`src/rtl/adder_share_arbiter.sv`:
```
// Round-robin sharing of one pipelined adder: 1-cycle issue and 1-cycle response, in-order tag FIFO.
// Grants stall only while MAX_OUT ops are in flight without a pop; ADDER_ARB_STATS_EN adds grant counters.
module adder_share_arbiter #(
  parameter int NUM_REQ = 4,
  parameter int WIDTH   = 8,
  parameter int MAX_OUT = 4
) (
  input  logic                       clk,
  input  logic                       reset,
  input  logic [NUM_REQ-1:0]         req_valid,
  output logic [NUM_REQ-1:0]         req_ready,
  input  logic [NUM_REQ*WIDTH-1:0]   req_x,
  input  logic [NUM_REQ*WIDTH-1:0]   req_y,
  input  logic [NUM_REQ-1:0]         req_cin,
  output logic [NUM_REQ-1:0]         rsp_valid,
  output logic [WIDTH-1:0]           rsp_z,
  output logic                       rsp_cout,
  output logic                       add_valid,
  output logic [WIDTH-1:0]           add_x,
  output logic [WIDTH-1:0]           add_y,
  output logic                       add_cin,
  input  logic                       add_ready,
  input  logic [WIDTH-1:0]           add_z,
  input  logic                       add_cout,
`ifdef ADDER_ARB_STATS_EN
  input  logic                       stats_clr,
  output logic [NUM_REQ*16-1:0]      grant_cnt,
`endif
  output logic                       err_orphan
);

  localparam int IW = (NUM_REQ > 1) ? $clog2(NUM_REQ) : 1;
  localparam int AW = (MAX_OUT > 1) ? $clog2(MAX_OUT) : 1;
  localparam int CW = AW + 1;

  logic [IW-1:0]      ptr_q, ptr_d, cand;
  logic               any_req, issue_ok, grant, pop;
  logic [IW-1:0]      tag_mem [MAX_OUT];
  logic [AW-1:0]      wr_ptr_q, rd_ptr_q;
  logic [CW-1:0]      count_q, count_d;
  logic [IW-1:0]      head;
  logic               add_valid_q, add_cin_q, rsp_cout_q, err_q;
  logic [WIDTH-1:0]   add_x_q, add_y_q, rsp_z_q;
  logic [NUM_REQ-1:0] rsp_valid_q;

  // Descending scan so the lowest rotated offset from ptr_q wins.
  always_comb begin
    cand    = '0;
    any_req = 1'b0;
    for (int k = NUM_REQ - 1; k >= 0; k--) begin
      if (req_valid[(int'(ptr_q) + k) % NUM_REQ]) begin
        cand    = IW'((int'(ptr_q) + k) % NUM_REQ);
        any_req = 1'b1;
      end
    end
  end

  assign head      = tag_mem[rd_ptr_q];
  assign pop       = add_ready & (count_q != '0);
  assign issue_ok  = (count_q < CW'(MAX_OUT)) | pop;
  assign grant     = any_req & issue_ok & ~reset;
  assign req_ready = grant ? ({{(NUM_REQ-1){1'b0}}, 1'b1} << cand) : '0;
  assign ptr_d     = (cand == IW'(NUM_REQ - 1)) ? '0 : cand + 1'b1;

  always_comb begin
    count_d = count_q;
    if (grant && !pop)      count_d = count_q + 1'b1;
    else if (!grant && pop) count_d = count_q - 1'b1;
  end

  // Tag storage needs no reset: count_q alone defines which entries are live.
  always_ff @(posedge clk) begin
    if (grant) tag_mem[wr_ptr_q] <= cand;
  end

  always_ff @(posedge clk) begin
    if (reset) begin
      ptr_q       <= '0;
      wr_ptr_q    <= '0;
      rd_ptr_q    <= '0;
      count_q     <= '0;
      add_valid_q <= 1'b0;
      add_x_q     <= '0;
      add_y_q     <= '0;
      add_cin_q   <= 1'b0;
      rsp_valid_q <= '0;
      rsp_z_q     <= '0;
      rsp_cout_q  <= 1'b0;
      err_q       <= 1'b0;
    end else begin
      count_q     <= count_d;
      add_valid_q <= grant;
      rsp_valid_q <= pop ? ({{(NUM_REQ-1){1'b0}}, 1'b1} << head) : '0;
      if (grant) begin
        ptr_q     <= ptr_d;
        wr_ptr_q  <= (wr_ptr_q == AW'(MAX_OUT - 1)) ? '0 : wr_ptr_q + 1'b1;
        add_x_q   <= req_x[int'(cand)*WIDTH +: WIDTH];
        add_y_q   <= req_y[int'(cand)*WIDTH +: WIDTH];
        add_cin_q <= req_cin[cand];
      end
      if (pop) begin
        rd_ptr_q   <= (rd_ptr_q == AW'(MAX_OUT - 1)) ? '0 : rd_ptr_q + 1'b1;
        rsp_z_q    <= add_z;
        rsp_cout_q <= add_cout;
      end
      if (add_ready && count_q == '0) err_q <= 1'b1;
    end
  end

  assign add_valid  = add_valid_q;
  assign add_x      = add_x_q;
  assign add_y      = add_y_q;
  assign add_cin    = add_cin_q;
  assign rsp_valid  = rsp_valid_q;
  assign rsp_z      = rsp_z_q;
  assign rsp_cout   = rsp_cout_q;
  assign err_orphan = err_q;

`ifdef ADDER_ARB_STATS_EN
  logic [15:0] cnt_q [NUM_REQ];

  always_ff @(posedge clk) begin
    for (int i = 0; i < NUM_REQ; i++) begin
      if (reset || stats_clr)
        cnt_q[i] <= '0;
      else if (grant && cand == IW'(i) && cnt_q[i] != 16'hFFFF)
        cnt_q[i] <= cnt_q[i] + 16'd1;
    end
  end

  for (genvar g = 0; g < NUM_REQ; g++) begin : g_cnt
    assign grant_cnt[g*16 +: 16] = cnt_q[g];
  end
`endif

endmodule

```
`config.mk`:
```
export PLATFORM = sky130hd
export DESIGN_NAME = adder_share_arbiter
export DESIGN_NICKNAME = d
export VERILOG_FILES = /design/src/rtl/adder_share_arbiter.sv
export SDC_FILE = /design/constraint.sdc
export NUM_CORES = 1
export LEC_CHECK = 0
export BUFFER_PORTS_ARGS = -buffer_cell sky130_fd_sc_hd__buf_2
export CAP_MARGIN = 20
export CORE_AREA = 3 3 63 123
export CTS_BUF_LIST = sky130_fd_sc_hd__clkbuf_2 sky130_fd_sc_hd__clkbuf_4 sky130_fd_sc_hd__clkbuf_8
export DETAILED_ROUTE_END_ITERATION = 6
export DIE_AREA = 0 0 66 126
export PLACE_DENSITY = 0.74
export SETUP_SLACK_MARGIN = 0.05
export SYNTH_ARGS = -nofsm -noshare
export SYNTH_HDL_FRONTEND = slang
export SYNTH_SLANG_ARGS = --single-unit
```
`constraint.sdc`:
```
create_clock -name clk -period 3.17 [get_ports clk]
set_input_delay 0.4755 -clock clk [delete_from_list [all_inputs] [get_ports clk]]
set_output_delay 0.4755 -clock clk [all_outputs]
set_load 0.02 [all_outputs]
```
Word-level counts from Yosys, hierarchy flattened --
Memories as Yosys holds them, arrays and structs flattened. A register that Yosys moved wholly into a read port is not among the register bits. Index checks and enable logic that the tools add are counted.
Cells by class: shift-type cells 4, equal/unequal tests 3, reduce and logical (&&, ||, !) cells 12, add/sub/neg operators 8, bitwise operators 9, magnitude comparators 6, muxes and demuxes 31
Operator list (number):
- $shiftx A32 B6 Y8 | 2
- $mux W2 | 9
- $mux W1 | 14
- $lt A3 B4 Y1 const B | 3
- $bmux W1 S2 | 5
- $add A2 B1 Y2 const B | 4
- $reduce_or A2 Y1 | 4
- $shl A1 B2 Y4 const A | 2
- $eq A2 B2 Y1 const B | 3
- $lt A2 B3 Y1 const B | 2
- $mux W3 | 2
- $add A2 B2 Y2 const B | 2
- $mux W4 | 1
- $add A3 B1 Y3 const B | 1
- $and A1 B1 Y1 | 3
- $and A1 B1 Y1 const A | 3
- $logic_and A1 B1 Y1 | 3
- $logic_not A3 Y1 | 1
- $lt A3 B3 Y1 const B | 1
- $reduce_bool A3 Y1 | 1
- $sub A3 B1 Y3 const B | 1
- $logic_not A1 Y1 | 2
- $not A1 Y1 | 2
- $reduce_bool A2 Y1 | 1
- $or A1 B1 Y1 | 1
Storage, ports and cells: bits in registers 41, word-level logic and storage cells 86, memories kept 1, output and inout bits 36, input port bits 84, memory bits (writable) 8
Memories:
- tag_mem | depth 4, bits a word 2, rd ports 1, clocked after memory_dff 1, write ports 1, line 38 | logic [IW-1:0] tag_mem [MAX_OUT];

Longest topological paths before layout --
word-level depth 16, gate-level depth with buffers 10, depth with buffers taken out 9

Worst setup path before layout --
OpenSTA, ideal clock, no wires.
path type input-to-reg, from in reset, to reg count_q[2], library setup time 0.070 ns, path buffers 2, data required time 3.100 ns, slack 0.713 ns, arrival 2.387 ns, stages on the path 9, path through clkbuf_1 nor3_2 clkbuf_1 ha_1 inv_1 fa_1 xor2_1 or3_1 a21oi_1
On the way: word-level cells in the longest chain between the ends 5, elaborated cells on any way between the ends 7, those cells by class mux: 1; bitwise: 2; reduce/logical: 4
RTL lines:
- start, declared | line 9 | input logic reset,
- $not A1 Y1 * | line 61 | assign grant = any_req & issue_ok & ~reset;
- $and A1 B1 Y1 * | line 61
- net grant | line 37 | logic any_req, issue_ok, grant, pop;
- $logic_not A1 Y1 | line 68 | else if (!grant && pop) count_d = count_q - 1'b1;
- $logic_and A1 B1 Y1 | line 68
- $reduce_bool A2 Y1 (no line)
- end signal, assigned | line 91 | count_q <= count_d;
- end, declared | line 40 | logic [CW-1:0] count_q, count_d;
Mark *: on every way through the listed nets, which the timed path passes. The rest lies on a longest branch. A chain may end at the register's enable or synchronous reset.

Worst setup path in the final report --
from in req_valid[0], to out req_ready[2]
On the way: word-level cells in the longest chain between the ends 10, elaborated cells on any way between the ends 23, those cells by class shift: 1; mux: 20; bitwise: 2
RTL lines:
- start, declared | line 10 | input logic [NUM_REQ-1:0] req_valid,
- $bmux W1 S2 | line 51 | if (req_valid[(int'(ptr_q) + k) % NUM_REQ]) begin
- $mux W1 (implied by the code) (2 in a row) | line 51
- $mux W1 (4 in a row) | line 51
- $and A1 B1 Y1 (2 in a row) | line 61
- $mux W4 * | line 62 | assign req_ready = grant ? ({{(NUM_REQ-1){1'b0}}, 1'b1} << cand) : '0;
- end, declared | line 11 | output logic [NUM_REQ-1:0] req_ready,
Mark *: on every way between the ends. The rest lies on a longest branch, timed or not. The select of a mux whose other input is x is not followed.

==> qor.txt <==
Status - complete, no violations
CP Max Fanout - 20
Synth-to-layout area growth - 28.3%
Fraction of layout instances using a drive strength above 1 - 34.5%
# resized after CTS - 0
Synth warn - 0
WL final - 7.25 mm
Die X - 66 um
Fill cell count - 661
Top FF cell, synth - dfxtp_1
Crit Path Class - input pin to output pin
Global route overflow - 0
Sinks on Clock Net - 51
H-tree depth - 2
Maximum VDD drop - 0.292 mV
#FFs+latches synth - 51
R2R Setup Slk - 0.88 ns
Setup TNS - 0 ns
Max-cap viol count - 0
Die height - 126 um
DRC Markers - 0
First-pass GRT wire length - 11.4 mm
Clock buffer depth - 2
Post-Syn Area - 2720 um2
Final setup violating endpoints - 0
CP required - 2.69 ns
Power Total - 2.64 mW
Leak - 1.52 nW
Final worst-path cycle share - 85.1%
Net count after synthesis - 398
Fmax - 371 MHz
Initial Util - 39.2%
Synth Instances - 303
Fin crit period - 2.70 ns
Initial DRC Count - 121
Max-slew violation count - 0
DPL Wire Length - 5.50 mm
Total GRT Usage - 17.6%
Antenna viol nets, final - 0
Syn avg cell area - 8.99 um2
Pwr per Cell Area - 757 nW/um2
Asr flop ratio synth - 0%
Post-CTS setup buffers - 0
PortBufs - 119
Yosys cell types - 37
IO Pins - 120
Synth top area cells - dfxtp_1, nor3b_1, edfxtp_1
Reg clk slew, reported paths - 0.09 ns
Vias/cell - 5.11
Largest net degree at the start of global routing - 44
First drt pass iteration count - 4
Number of synthesized flops with an enable pin - 8
Least-Margin Pin Slew - 0.851 ns
Final Hold Viols - 0
Hold-fix buffers, CTS - 0
TritonCTS clock tree - done
Post-synthesis sequential area ratio - 40.4%
Nets - 508
Setup Skew - 0.00793 ns
Die Area - 8320 um2
Via count - 2,575
Core area - 6940 um2
Crit start category - input pin
RD Place Congestion - 0.808
CP arrival - 2.22 ns
Yosys top cell area share - 31.6%
Clock Tree Root - clkbuf_8
Yosys top cell by area - dfxtp_1
CP Capture Type - output pin
Vias in the first global route - 2,478
FP Rows - 43
N_diodes - 0
Wire length per cell - 14.4 um
RSZ-0062 raised after global routing - false
Max-slew headroom - 42.9%
Clock buffer count from CTS - 5
Initial antenna violation count - 0
Skew-Pair Late Insertion Delay - 0.31 ns
Worst hold path class - input pin to flip-flop
-- logic make-up (layout without fill, tap and decap cells) --
kind of cell	Yosys count	count (layout)	synth area share (%)
flops	51	51	40.4
fa+ha+maj	11	11	5.33
simple gates	134	134	28.6
mux	3	3	2.02
compound gates	73	73	17.9
buf+inv	29	140	5.06
xor+xnor	2	2	0.643
-- cell type report --
type	count	area (um2)	share of cell area, %
Timing Repair Buffer	126	648	18.6
Multi-Input combinational cell	223	1490	42.7
Clock inverter	2	35.0	1.00
Tap cell	90	113	3.22
Clock buffer	6	82.6	2.36
Inverter	6	22.5	0.645
Sequential cell	51	1100	31.5
-- through the flow --
stage                     util (%)  area [um2]  worst slack [ns]  hold WS [ns]  std cells
after global placement        48.6        3370             0.508         0.437        496
after detailed placement      48.6        3370             0.477         0.438        496
final                         50.3        3490             0.471         0.399        504
after global routing          50.3        3490             0.329         0.391        504
after CTS                     50.3        3490             0.466         0.401        504
after floorplan                  -        2720             0.713         0.454        303
-- power breakdown --
| group | switching [mW] | internal [mW] |
|---|---|---|
| registers | 0.110 | 0.860 |
| clock network | 0.216 | 0.256 |
| logic | 0.741 | 0.461 |
| total | 1.07 | 1.58 |
-- worst max-delay path: stages --
cell	delay, ns
buf_2	0.12
nor2b_1	0.15
nor4b_4	0.27
or2_1	0.62
inv_2	0.08
ha_1	0.22
and2_1	0.12
buf_2	0.15
-- per-layer routing --
| layer | vias up | part of all wire [%] | track usage [%] |
|---|---|---|---|
| li1 | 1303 | - | - |
| met1 | 1176 | 38 | 19.0 |
| met2 | 84 | 55 | 32.3 |
| met3 | 12 | 5.4 | 3.48 |
| met4 | 0 | 2.1 | 6.83 |
| met5 | - | 0 | 0 |
-- flip-flops by register name (all words and copies together) (netlist names), named ones only --
signal,cells
wr_ptr_q,2
ptr_q,2
add_y,8
rsp_cout,1
tag_mem,8
err_orphan,1
add_valid,1
add_x,8
add_cin,1
rsp_z,8
count_q,3
rsp_valid,4
rd_ptr_q,2
-- cells in the mapped netlist (10+ instances only) --
library cell	count
ha_1	10
nand2_1	41
a211oi_1	18
a21oi_1	16
dfxtp_1	43
o21ai_1	17
nor3b_1	34
nor2_1	15
clkbuf_1	10
and2_1	26
a221oi_1	17
-- final timing paths --
| kind | from | to | depth (start not counted) |
|---|---|---|---|
| setup / recovery | req_valid[0] | req_ready[2] | 8 |
| hold / removal | add_cout | rsp_cout$_SDFFE_PP0P_ | 3 |
| setup reg to reg | count_q[0]$_SDFFE_PP0P_ | count_q[2]$_SDFFE_PP0P_ | 9 |
| hold reg to reg | add_y[0]$_SDFFE_PP0P_ | add_y[0]$_SDFFE_PP0P_ | 2 |
-- placed cells by master (no fill, tap or decap), types with 2 or more instances in the layout --
master and count:
buf_2 119, buf_4 7, o21ai_0 2, a221oi_1 17, inv_1 5, ha_1 10
xor2_1 2, a21oi_1 16, nand2_1 41, nor3_1 3, nor3b_1 34, nor2_1 15
dfxtp_1 43, a211oi_1 18, nor2b_1 6, o21ai_1 17, clkbuf_8 6, mux4_2 2
and2_1 26, edfxtp_1 8
Power figures use the tool's default switching activity.
